$ cat src/rtl/pipe_memwb_elastic.sv
// pipe_memwb_elastic
// MEM/WB pipeline stage with a valid/ready handshake and a 2-entry skid buffer.
// The writeback mux (memory data vs ALU data) is resolved when a beat is
// captured, so WB sees a single registered result. in_ready is a pure register
// output, which keeps the WB stall off any combinational path back to MEM.
//
// Ports:
//   clock, reset          stage clock, asynchronous active-low reset
//   flush                 synchronous flush, invalidates both entries
//   in_valid/in_ready     MEM-side handshake
//   memRead_dataOut_i     data memory read result
//   regData_i             ALU / pass-through result
//   mem2Reg_i             1 selects memRead_dataOut_i as the writeback value
//   regWrite_i            beat writes the register file
//   writeReg_i            destination register
//   out_valid/out_ready   WB-side handshake
//   wbData_o              resolved writeback value of the head entry
//   regWrite_o            head write enable, 0 whenever out_valid=0
//   writeReg_o            head destination register
//   fwd_valid_o           forwarding tap usable (out_valid & regWrite_o)
//   stall_cnt_o           saturating count of out_valid & !out_ready cycles
//   stall_cnt_clr         synchronous clear of stall_cnt_o
module pipe_memwb_elastic #(
    parameter int unsigned DATA_WIDTH            = 64,
    parameter int unsigned REGFILE_ADDRESS_WIDTH = 5,
    parameter int unsigned ZERO_REG_GUARD        = 1,
    parameter int unsigned STALL_CNT_WIDTH       = 16
) (
    input  logic                             clock,
    input  logic                             reset,
    input  logic                             flush,
    input  logic                             in_valid,
    output logic                             in_ready,
    input  logic [DATA_WIDTH-1:0]            memRead_dataOut_i,
    input  logic [DATA_WIDTH-1:0]            regData_i,
    input  logic                             mem2Reg_i,
    input  logic                             regWrite_i,
    input  logic [REGFILE_ADDRESS_WIDTH-1:0] writeReg_i,
    output logic                             out_valid,
    input  logic                             out_ready,
    output logic [DATA_WIDTH-1:0]            wbData_o,
    output logic                             regWrite_o,
    output logic [REGFILE_ADDRESS_WIDTH-1:0] writeReg_o,
    output logic                             fwd_valid_o,
    output logic [STALL_CNT_WIDTH-1:0]       stall_cnt_o,
    input  logic                             stall_cnt_clr
);

    localparam bit GUARD_EN = (ZERO_REG_GUARD != 0);

    typedef enum logic [1:0] {
        EMPTY = 2'd0,
        ONE   = 2'd1,
        FULL  = 2'd2
    } state_t;

    typedef struct packed {
        logic [DATA_WIDTH-1:0]            wb;
        logic                             rw;
        logic [REGFILE_ADDRESS_WIDTH-1:0] wr;
    } entry_t;

    state_t                     r_state;
    entry_t                     r_main;
    entry_t                     r_skid;
    logic                       r_out_valid;
    logic                       r_in_ready;
    logic                       r_regwrite;
    logic [STALL_CNT_WIDTH-1:0] r_stall_cnt;

    state_t w_nxt_state;
    entry_t w_nxt_main;
    entry_t w_nxt_skid;
    entry_t w_in_entry;
    logic   w_accept;
    logic   w_drain;
    logic   w_nxt_valid;
    logic   w_stall_inc;

    // Incoming beat with the writeback mux and zero-register guard resolved.
    always_comb begin
        w_in_entry    = '0;
        w_in_entry.wb = mem2Reg_i ? memRead_dataOut_i : regData_i;
        w_in_entry.rw = regWrite_i & ~(GUARD_EN & (writeReg_i == '0));
        w_in_entry.wr = writeReg_i;
    end

    assign w_accept = in_valid & r_in_ready;
    assign w_drain  = r_out_valid & out_ready;

    // Next-state and entry load selection; flush overrides everything.
    always_comb begin
        w_nxt_state = r_state;
        w_nxt_main  = r_main;
        w_nxt_skid  = r_skid;
        case (r_state)
            EMPTY: begin
                if (w_accept) begin
                    w_nxt_state = ONE;
                    w_nxt_main  = w_in_entry;
                end
            end
            ONE: begin
                if (w_accept && w_drain) begin
                    w_nxt_main = w_in_entry;
                end else if (w_accept) begin
                    w_nxt_state = FULL;
                    w_nxt_skid  = w_in_entry;
                end else if (w_drain) begin
                    w_nxt_state = EMPTY;
                end
            end
            FULL: begin
                if (w_drain) begin
                    w_nxt_state = ONE;
                    w_nxt_main  = r_skid;
                end
            end
            default: begin
                w_nxt_state = EMPTY;
            end
        endcase
        if (flush) begin
            w_nxt_state = EMPTY;
        end
    end

    assign w_nxt_valid = (w_nxt_state != EMPTY);

    // State register plus registered handshake/status outputs.
    always_ff @(posedge clock or negedge reset) begin
        if (!reset) begin
            r_state     <= EMPTY;
            r_main      <= '0;
            r_skid      <= '0;
            r_out_valid <= 1'b0;
            r_in_ready  <= 1'b1;
            r_regwrite  <= 1'b0;
        end else begin
            r_state     <= w_nxt_state;
            r_main      <= w_nxt_main;
            r_skid      <= w_nxt_skid;
            r_out_valid <= w_nxt_valid;
            r_in_ready  <= (w_nxt_state != FULL);
            r_regwrite  <= w_nxt_main.rw & w_nxt_valid;
        end
    end

    assign w_stall_inc = r_out_valid & ~out_ready & (r_stall_cnt != '1);

    // Saturating stall counter; clear wins, flush does not touch it.
    always_ff @(posedge clock or negedge reset) begin
        if (!reset) begin
            r_stall_cnt <= '0;
        end else if (stall_cnt_clr) begin
            r_stall_cnt <= '0;
        end else if (w_stall_inc) begin
            r_stall_cnt <= r_stall_cnt + STALL_CNT_WIDTH'(1);
        end
    end

    assign in_ready    = r_in_ready;
    assign out_valid   = r_out_valid;
    assign wbData_o    = r_main.wb;
    assign writeReg_o  = r_main.wr;
    assign regWrite_o  = r_regwrite;
    assign fwd_valid_o = r_regwrite;
    assign stall_cnt_o = r_stall_cnt;

endmodule

$ cat config.mk
export PLATFORM = sky130hd
export DESIGN_NAME = pipe_memwb_elastic
export DESIGN_NICKNAME = d
export VERILOG_FILES = /design/src/rtl/pipe_memwb_elastic.sv
export SDC_FILE = /design/constraint.sdc
export NUM_CORES = 1
export LEC_CHECK = 0
export BUFFER_PORTS_ARGS = -buffer_cell sky130_fd_sc_hd__buf_2
export CAP_MARGIN = 5
export CORE_ASPECT_RATIO = 1.75
export CORE_MARGIN = 10
export CORE_UTILIZATION = 55
export DETAILED_ROUTE_END_ITERATION = 10
export HOLD_SLACK_MARGIN = 0.05
export PLACE_DENSITY = 0.84
export RECOVER_POWER = 25
export SLEW_MARGIN = 20
export SYNTH_ARGS = -nofsm -noshare
export SYNTH_HDL_FRONTEND = slang
export SYNTH_SLANG_ARGS = --single-unit
$ cat constraint.sdc
create_clock -name clock -period 4.2 [get_ports clock]
set_clock_uncertainty 0.05 [all_clocks]
set_input_delay 0.42 -clock clock [delete_from_list [all_inputs] [get_ports clock]]
set_output_delay 0.42 -clock clock [all_outputs]
set_load 0.02 [all_outputs]
==> results.json <==
{
  "place_area_um2": 8390,
  "postSynthNetCount": 872,
  "grt_pass1_wl_um": 31000,
  "cts_repair_resize_count": 0,
  "clkLatencyLatePin_ns": 0.41,
  "count_of_flip_flops_with_a_built_in_enable_after_synthesis": 0,
  "initial_utilization": 0.558,
  "setup-violations-final": 0,
  "synth_top_family_by_area": "compound AO/OA/AOI/OAI gates",
  "syn-mean-instance-area_um2": 10.6,
  "cts-root-to-sink-buffers": 2,
  "report.final.slew_viol_count": 93,
  "hold_bufs_inserted_after_cts": 0,
  "antenna_found_initial": 0,
  "unrepaired_setup_endpoints_after_global_routing": "false",
  "cts_tree": "done",
  "cap_viol_max_count": 1,
  "synth-async-reset-ratio": 1.00,
  "reg2reg_from": "r_state[1]",
  "hold-path-endpoint": "fwd_valid_o",
  "path_clk_slew_ns": 0.06,
  "ys_ff_latch": 161,
  "port_buffers": 229,
  "tns_ns": 0,
  "synth_compound_gate_area_share": 0.157,
  "groute.usage.overall": 0.200,
  "critical_path.most_common_cell": "sky130_fd_sc_hd__clkbuf_2",
  "h_tree_level_count": 4,
  "critPathSlowestCell": "sky130_fd_sc_hd__clkbuf_2",
  "path_cells": "clkbuf_2, clkbuf_2",
  "die-width_um": 110,
  "firstDrtPassIters": 4,
  "worst_reg2reg_path_endpoint": "wbData_o[28]",
  "max_slew_margin": -0.494,
  "fp.dieH_um": 177,
  "ys.flop_type": "sky130_fd_sc_hd__dfrtp_1",
  "ctsRootBufferMaster": "sky130_fd_sc_hd__clkbuf_16",
  "synth.cells.most_frequent": "sky130_fd_sc_hd__dfrtp_1 (160), sky130_fd_sc_hd__nand2_1 (88), sky130_fd_sc_hd__buf_4 (76)",
  "routed_via_density": 5.67,
  "worstHoldStart": "flush",
  "synth.cell_area_um2": 7710,
  "dp.final_hpwl_um": 13700,
  "count_of_mapped_cells_out_of_synthesis": 730,
  "netlist_top_cells_area": "sky130_fd_sc_hd__dfrtp_1 (52%), sky130_fd_sc_hd__mux2i_1 (8.6%), sky130_fd_sc_hd__a221o_1 (8.3%), sky130_fd_sc_hd__buf_4 (7.4%), sky130_fd_sc_hd__o21ai_0 (4.4%)",
  "static-leakage-power_nw": 4.56,
  "ys_seq_area_frac": 0.522,
  "path_buf_inv": 2,
  "drt_drc_violations_left": 0,
  "floorplan.die_area_um2": 19400,
  "gp_congestion": 0.842,
  "timing.critical_path.arrival_ns": 2.90,
  "critPathMaxFanout": 92,
  "slowest_delay_ns": 1.55,
  "yosysWarningCount": 0,
  "reg2reg_depth": 5,
  "final.period_utilization": 0.599,
  "whs_path_depth": 2,
  "worst_hold_path_type": "in -> reg",
  "drtAntennaViolNets": 0,
  "report.final.hold_viol_count": 0,
  "finish.utilization": 0.649,
  "vdd_drop_max_uv": 273,
  "crit_type": "in -> async",
  "finalCriticalPeriod_ns": 2.52,
  "syn_to_final_growth_pct": 16.4,
  "achievable-frequency_mhz": 397,
  "postLayoutCellArea_um2": 8980,
  "detailroute.via_count": 5975,
  "finalWirelength_um": 19300,
  "grt_start_max_net_pins": 136,
  "synth-adder-area-share": 0.00162,
  "wl_cell_um": 18.3,
  "outcome": "finished with violations",
  "grt_remaining_overflow": 0,
  "first_global_vias": 6203,
  "powerDensity_nw_per_um2": 549,
  "synthXorXnorAreaFrac": 0,
  "critPathTopFamily": "buffers and inverters",
  "area_share_of_the_largest_cell_type_after_synthesis": 0.519,
  "post-synth-top-area-cell": "sky130_fd_sc_hd__dfrtp_1",
  "diodes": 0,
  "site_rows": 57,
  "critPathCaptureType": "async pin",
  "drt-initial-drc-count": 298,
  "cts_post_setup_buffers_inserted": 0,
  "cts.sink_count": 161,
  "setup.worst_path.start_class": "input port",
  "cts_buffers": 17,
  "worst-endpoint-required_ns": 4.58,
  "post_synth_mux_area_share": 0.100,
  "nNetsFinal": 1006,
  "violations": "max-capacitance violations, max-slew violations",
  "nFillCells": 1126,
  "worst_pin_slew_ns": 2.24,
  "pin_count": 230,
  "yosys.area_share.simple": 0.117,
  "core_area_um2": 13800,
  "drive_above_1_share": 0.326,
  "post-synth-top-count-cell": "sky130_fd_sc_hd__dfrtp_1",
  "rrSetupSlack_ns": 1.83,
  "synth.lib_cells_used.distinct": 44
}
==> flip-flops by register name, summed over array words and instances, names as in the netlist <==
name,cells
wbData_o,64
r_skid,70
r_main,1
out_valid,1
fwd_valid_o,1
in_ready,1
stall_cnt_o,16
writeReg_o,5
r_state,2
==> power breakdown <==
group	switching [W]	internal, W	leakage, nW
Combinational	0.000684	0.000455	2.25
Sequential	0.000259	0.00200	2.02
Clock	0.000639	0.000900	0.291
==> cell families after synthesis <==
family / count (synthesis)
and+or+nand+nor: 204
AOI/OAI and AO/OA: 166
DFF: 161
buffers and inverters: 122
muxes: 76
adders and majority gates: 1
==> cells in the final DEF (no fill, tap or decap), types with 2 or more instances in the layout <==
master,Yosys,final
sky130_fd_sc_hd__nor2b_1,7,7
sky130_fd_sc_hd__nand2_1,88,86
sky130_fd_sc_hd__bufinv_16,0,2
sky130_fd_sc_hd__buf_4,76,4
sky130_fd_sc_hd__nand4_1,4,4
sky130_fd_sc_hd__o31ai_1,4,4
sky130_fd_sc_hd__or3_1,3,3
sky130_fd_sc_hd__nor2_1,74,74
sky130_fd_sc_hd__nand3_1,5,5
sky130_fd_sc_hd__a21oi_1,13,13
sky130_fd_sc_hd__inv_6,0,4
sky130_fd_sc_hd__and2_1,2,2
sky130_fd_sc_hd__mux2i_1,66,66
sky130_fd_sc_hd__and4b_1,3,2
sky130_fd_sc_hd__clkbuf_2,0,2
sky130_fd_sc_hd__o21ai_0,68,68
sky130_fd_sc_hd__nor3_1,3,3
sky130_fd_sc_hd__dfrtp_1,160,160
sky130_fd_sc_hd__a22oi_1,5,5
sky130_fd_sc_hd__clkinv_4,0,4
sky130_fd_sc_hd__clkbuf_16,0,17
sky130_fd_sc_hd__clkinv_2,0,3
sky130_fd_sc_hd__buf_2,24,227
sky130_fd_sc_hd__nand2b_1,2,2
sky130_fd_sc_hd__inv_1,3,3
sky130_fd_sc_hd__mux2_2,10,10
sky130_fd_sc_hd__a211oi_1,4,4
sky130_fd_sc_hd__a221o_1,64,64
sky130_fd_sc_hd__or4_1,5,5
==> final cells by class <==
| class | count | area [um^2] | share of cell area |
|---|---|---|---|
| Tap cell | 177 | 221 | 0.0247 |
| Inverter | 3 | 11.3 | 0.00125 |
| Timing Repair Buffer | 234 | 1200 | 0.133 |
| Clock buffer | 18 | 439 | 0.0489 |
| Clock inverter | 14 | 153 | 0.0170 |
| Multi-Input combinational cell | 447 | 2930 | 0.326 |
| Sequential cell | 161 | 4030 | 0.449 |
==> through the flow <==
stage / worst slack, ns / std cells / total power [W] / hold WS, ns
after global placement: 1.79 / 1022 / 0.00336 / 0.406
after global routing: 1.15 / 1054 / 0.00521 / 0.165
after floorplan: 2.33 / 730 / 0.00319 / 0.0744
after detailed placement: 1.68 / 1022 / 0.00343 / 0.409
final: 1.68 / 1054 / 0.00493 / 0.185
after CTS: 1.75 / 1054 / 0.00497 / 0.0582
==> how the worst max path moves through the flow <==
stage                   start              end  slack [ns]  cells past startpoint
5_1_grt                 reset       r_skid[17]        1.15                      2
3_5_place_dp        out_ready        r_skid[0]        1.68                      4
6_report                reset        out_valid        1.68                      2
3_3_place_gp        out_ready        r_skid[4]        1.79                      4
4_1_cts             out_valid        r_skid[2]        1.75                      3
2_1_floorplan  stall_cnt_o[0]  stall_cnt_o[14]        2.33                      6
==> metal layers <==
layer	wire, um	vias up	GRT usage
met2	10400	195	0.351
li1	-	2796	-
met3	1070	41	0.0408
met4	563	0	0.0839
met1	7340	2943	0.226
met5	0	-	0
Power figures use the tool's default switching activity.
